File: src/rtl/touch_pad_decoder.sv
// Touch-pad input decoder: per-pad two-flop synchroniser, debounce FSM and
// registered press / release / long-press strobes for active-low pulled-up pads.
module touch_pad_decoder #(
   parameter int N_PADS        = 2,
   parameter int DEBOUNCE_LOG2 = 16,
   parameter int LONG_LOG2     = 25
) (
   input  logic              clk,
   input  logic              rst,
   input  logic [N_PADS-1:0] pad_n,
   output logic [N_PADS-1:0] pressed,
   output logic [N_PADS-1:0] press_pulse,
   output logic [N_PADS-1:0] release_pulse,
   output logic [N_PADS-1:0] long_pulse
);

   typedef enum logic [1:0] {
      ST_RELEASED,
      ST_PRESSED,
      ST_LONG
   } state_e;

   logic [N_PADS-1:0]        s1_q, s2_q;
   state_e                   state_q [N_PADS];
   state_e                   state_d [N_PADS];
   logic [DEBOUNCE_LOG2-1:0] dcnt_q  [N_PADS];
   logic [DEBOUNCE_LOG2-1:0] dcnt_d  [N_PADS];
   logic [LONG_LOG2-1:0]     hcnt_q  [N_PADS];
   logic [LONG_LOG2-1:0]     hcnt_d  [N_PADS];
   logic [N_PADS-1:0]        press_q, press_d;
   logic [N_PADS-1:0]        release_q, release_d;
   logic [N_PADS-1:0]        long_q, long_d;
   logic [N_PADS-1:0]        active;

   assign active        = ~s2_q;
   assign press_pulse   = press_q;
   assign release_pulse = release_q;
   assign long_pulse    = long_q;

   always_comb begin
      for (int unsigned i = 0; i < N_PADS; i++) begin
         state_d[i]   = state_q[i];
         dcnt_d[i]    = dcnt_q[i];
         hcnt_d[i]    = hcnt_q[i];
         press_d[i]   = 1'b0;
         release_d[i] = 1'b0;
         long_d[i]    = 1'b0;
         pressed[i]   = (state_q[i] != ST_RELEASED);

         case (state_q[i])
            ST_RELEASED: begin
               if (!active[i]) begin
                  dcnt_d[i] = '0;
               end else if (dcnt_q[i] == '1) begin
                  state_d[i] = ST_PRESSED;
                  dcnt_d[i]  = '0;
                  hcnt_d[i]  = '0;
                  press_d[i] = 1'b1;
               end else begin
                  dcnt_d[i] = dcnt_q[i] + 1'b1;
               end
            end
            ST_PRESSED, ST_LONG: begin
               if (active[i]) begin
                  dcnt_d[i] = '0;
               end else if (dcnt_q[i] != '1) begin
                  dcnt_d[i] = dcnt_q[i] + 1'b1;
               end
               // A release confirmed on the same edge as the long threshold takes priority.
               if (!active[i] && (dcnt_q[i] == '1)) begin
                  state_d[i]   = ST_RELEASED;
                  dcnt_d[i]    = '0;
                  release_d[i] = 1'b1;
               end else if (state_q[i] == ST_PRESSED) begin
                  if (hcnt_q[i] == '1) begin
                     state_d[i] = ST_LONG;
                     long_d[i]  = 1'b1;
                  end else begin
                     hcnt_d[i] = hcnt_q[i] + 1'b1;
                  end
               end
            end
            default: begin
               state_d[i] = ST_RELEASED;
               dcnt_d[i]  = '0;
            end
         endcase
      end
   end

   always_ff @(posedge clk) begin
      if (rst) begin
         s1_q      <= '1;
         s2_q      <= '1;
         press_q   <= '0;
         release_q <= '0;
         long_q    <= '0;
         for (int unsigned i = 0; i < N_PADS; i++) begin
            state_q[i] <= ST_RELEASED;
            dcnt_q[i]  <= '0;
            hcnt_q[i]  <= '0;
         end
      end else begin
         s1_q      <= pad_n;
         s2_q      <= s1_q;
         press_q   <= press_d;
         release_q <= release_d;
         long_q    <= long_d;
         for (int unsigned i = 0; i < N_PADS; i++) begin
            state_q[i] <= state_d[i];
            dcnt_q[i]  <= dcnt_d[i];
            hcnt_q[i]  <= hcnt_d[i];
         end
      end
   end

endmodule
File: config.mk
export PLATFORM = sky130hd
export DESIGN_NAME = touch_pad_decoder
export DESIGN_NICKNAME = d
export VERILOG_FILES = /design/src/rtl/touch_pad_decoder.sv
export SDC_FILE = /design/constraint.sdc
export NUM_CORES = 1
export LEC_CHECK = 0
export BUFFER_PORTS_ARGS = -buffer_cell sky130_fd_sc_hd__clkbuf_2
export CAP_MARGIN = 20
export CORE_UTILIZATION = 30
export DETAILED_ROUTE_END_ITERATION = 8
export GPL_ROUTABILITY_DRIVEN = 0
export PLACE_DENSITY = 0.48
export RECOVER_POWER = 100
export SYNTH_ARGS = -nofsm -noshare
export SYNTH_HDL_FRONTEND = slang
export SYNTH_SLANG_ARGS = --single-unit
File: constraint.sdc
create_clock -name clk -period 2.1 [get_ports clk]
set_input_delay 0.315 -clock clk [delete_from_list [all_inputs] [get_ports clk]]
set_output_delay 0.315 -clock clk [all_outputs]
set_load 0.02 [all_outputs]
==> results.json <==
{
  "status": "complete, but fails checks",
  "violations": "negative setup slack",
  "drt_drc_violations_left": 0,
  "initial_utilization": 0.309,
  "grt.overflow.total": 0,
  "instances_no_fill": 1000,
  "drv_cap": 0,
  "p_total_mw": 4.38,
  "final-seq-area_mm2": 0.00193,
  "ant_nets": 0,
  "fin_util": 0.420,
  "syn_area_per_cell_um2": 8.27,
  "hpwl_mm": 11.2,
  "grt_pass1_wl_mm": 26.4,
  "grt_use_total": 0.182,
  "worstSetupPathType": "reg2reg",
  "synthArstFlopShare": 0,
  "drt_iter0_markers": 310,
  "slowest_delay_ps": 450,
  "synth_top_area_frac": 0.359,
  "cts_tree": "built",
  "finalClockSkew_ps": 7.84,
  "htree_levels": 3,
  "areaGrowthSynthToFinish_pct": 36.1,
  "n_antenna_cell": 0,
  "setup_viol": 13,
  "crit_path_end_kind": "register",
  "hold_path_class": "in2reg",
  "fmaxAchievable_mhz": 461,
  "routed_wirelength_mm": 16.5,
  "final_cell_mix": "buf_4, dfxtp_1, nor2_1",
  "core_area_mm2": 0.0174,
  "max_slew_margin": 0.678,
  "synthCells": 648,
  "hold_viol": 0,
  "antenna_found_initial": 0,
  "ys_warn_count": 0,
  "drtPass1Iterations": 5,
  "fin_setup_tns_ps": -369,
  "grt_max_degree": 28,
  "critPathArrivalTime_ps": 2430,
  "dieArea_mm2": 0.0184,
  "setup_slack_ps": -67.9,
  "ctsLongestPathBuffers": 2,
  "syn_area_mm2": 0.00536,
  "wl_per_cell_um": 16.5,
  "synth_edf_count": 0,
  "peakVddDrop_mv": 0.381,
  "synthTopCellsByArea": "dfxtp_1, nor2_1, nand3_1, nand2_1, nand4_1",
  "die_width_um": 136,
  "io_pins": 12,
  "synth-seq-cells": 96,
  "final_common_cell": "buf_4",
  "dp.cells": 963,
  "fp.dieH_um": 136,
  "cts_made_buffers": 9,
  "yosysSeqAreaShare": 0.359,
  "path_buf_inv": 2,
  "io_buffers": 11,
  "row_count": 48,
  "viasPerCell": 5.57,
  "synth_cell_type_count": 72,
  "slew_violations": 0,
  "startpoint_type": "register",
  "tightest_slew_ps": 479,
  "synth_ff_type": "dfxtp_1",
  "critPathTopFamily": "simple AND/OR/NAND/NOR gates",
  "leakagePower_nw": 2.53,
  "nFillCells": 1741,
  "path_cells": "ha_4, nand4_1, or4_4, buf_6, buf_6, o211ai_4, nor2_4, a311oi_1",
  "grt_setup_unrepaired": "yes",
  "cts_root_buf": "clkbuf_16",
  "finalCritPeriodShare": 1.03,
  "p_per_area_mw_per_mm2": 601,
  "crit_fanout": 7,
  "grt_pass1_vias": 5349,
  "rrSetupSlack_ps": -70,
  "clk_pin_slew_worst_paths_ps": 70,
  "fin_nets": 788,
  "syn-num-nets": 666,
  "holdBufCountCts": 0,
  "slowest_stage": "or4_4",
  "vias": 5565,
  "multiInputGateArea_mm2": 0.00347,
  "fin_crit_ps": 2170,
  "cts_sinks": 96,
  "path_common_cell": "buf_6",
  "layout-drive-gt1-share": 0.295,
  "cp.required_ps": 2360,
  "yosys.area.top_type": "dfxtp_1",
  "clock_latency_ps": 360
}
-- report_power, final --
part | internal [mW] | switching (mW)
registers | 1.83 | 0.0119
logic | 0.279 | 0.433
clock network | 1.05 | 0.780
-- flip-flops by register name (all words and copies together) (netlist names) --
register	count
hcnt_q	50
long_pulse	2
state_q	4
s1_q	2
dcnt_q	32
release_pulse	2
press_pulse	2
s2_q	2
-- synthesized netlist by cell type (3+ instances only) --
library cell / instances
dfxtp_1: 96
nor2_1: 59
nand2_1: 54
nand3_1: 44
clkbuf_1: 30
nand4_1: 30
inv_1: 26
o21ai_0: 24
a311oi_1: 16
nor4_1: 16
xor2_1: 16
a21oi_1: 14
a31oi_1: 14
and4_1: 14
ha_1: 14
nor3_1: 12
a211oi_1: 10
o31ai_1: 10
xnor2_1: 10
nand2b_1: 9
and3_1: 8
o211ai_1: 8
or4_1: 8
or3_1: 7
a32o_1: 6
a41oi_1: 6
and2_1: 6
or2_2: 6
o311ai_0: 5
o32ai_1: 5
nor2b_1: 4
a21bo_2: 3
a41o_1: 3
buf_2: 3
buf_4: 3
o21a_1: 3
-- metrics by stage --
| stage | area [µm²] | setup slack, ps | hold WS, ps |
|---|---|---|---|
| after CTS | 7000 | -33.3 | 123 |
| final | 7290 | -67.9 | 132 |
| after floorplan | 5390 | 14.1 | 389 |
| after global routing | 7290 | -152 | 121 |
| after detailed placement | 6500 | -266 | 398 |
| after global placement | 6500 | -165 | 396 |
-- layout make-up --
cell class                      instances  area share
Timing Repair Buffer                  149       0.163
Inverter                               27      0.0139
Sequential cell                        96       0.265
Tap cell                              225      0.0386
Clock buffer                            9      0.0309
Clock inverter                          7      0.0132
Multi-Input combinational cell        487       0.476
-- kinds of logic (layout without fill, tap and decap cells) --
family          count (synthesis)  in the layout  synth area share
buf+inv                        66            192            0.0518
xor+xnor                       26             26            0.0425
fa+ha+maj                      14             14            0.0327
compound gates                158            158             0.227
flops                          96             96             0.359
simple gates                  288            289             0.288
-- path summary, 6_finish.rpt --
check,to,cells after the start,start
max reg2reg,hcnt_q[0][37],8,dcnt_q[0][17]
min,s1_q[1],2,pad_n[1]
max,hcnt_q[0][37],8,dcnt_q[0][17]
min reg2reg,s2_q[1],1,s1_q[1]
-- what timing repair did --
action                                 CTS  global route
pin swaps                               12            29
setup endpoints to repair               43            51
gates cloned                             1             1
endpoints found under the hold margin    0             0
setup buffers                            9            13
resized for setup                       26            53
-- worst register-to-register path, cell delays in order (launching register included) --
cell	delay, ps
dfxtp_1	380
ha_4	150
nand4_1	120
or4_4	450
buf_6	150
buf_6	120
o211ai_4	290
nor2_4	140
a311oi_1	290
-- metal layers --
layer	global-route usage	vias up	wire length, µm
met5	0	-	0
met4	0.0668	0	299
met1	0.225	2694	7620
li1	-	2725	-
met2	0.306	123	7910
met3	0.0397	23	650
Power figures use the tool's default switching activity.
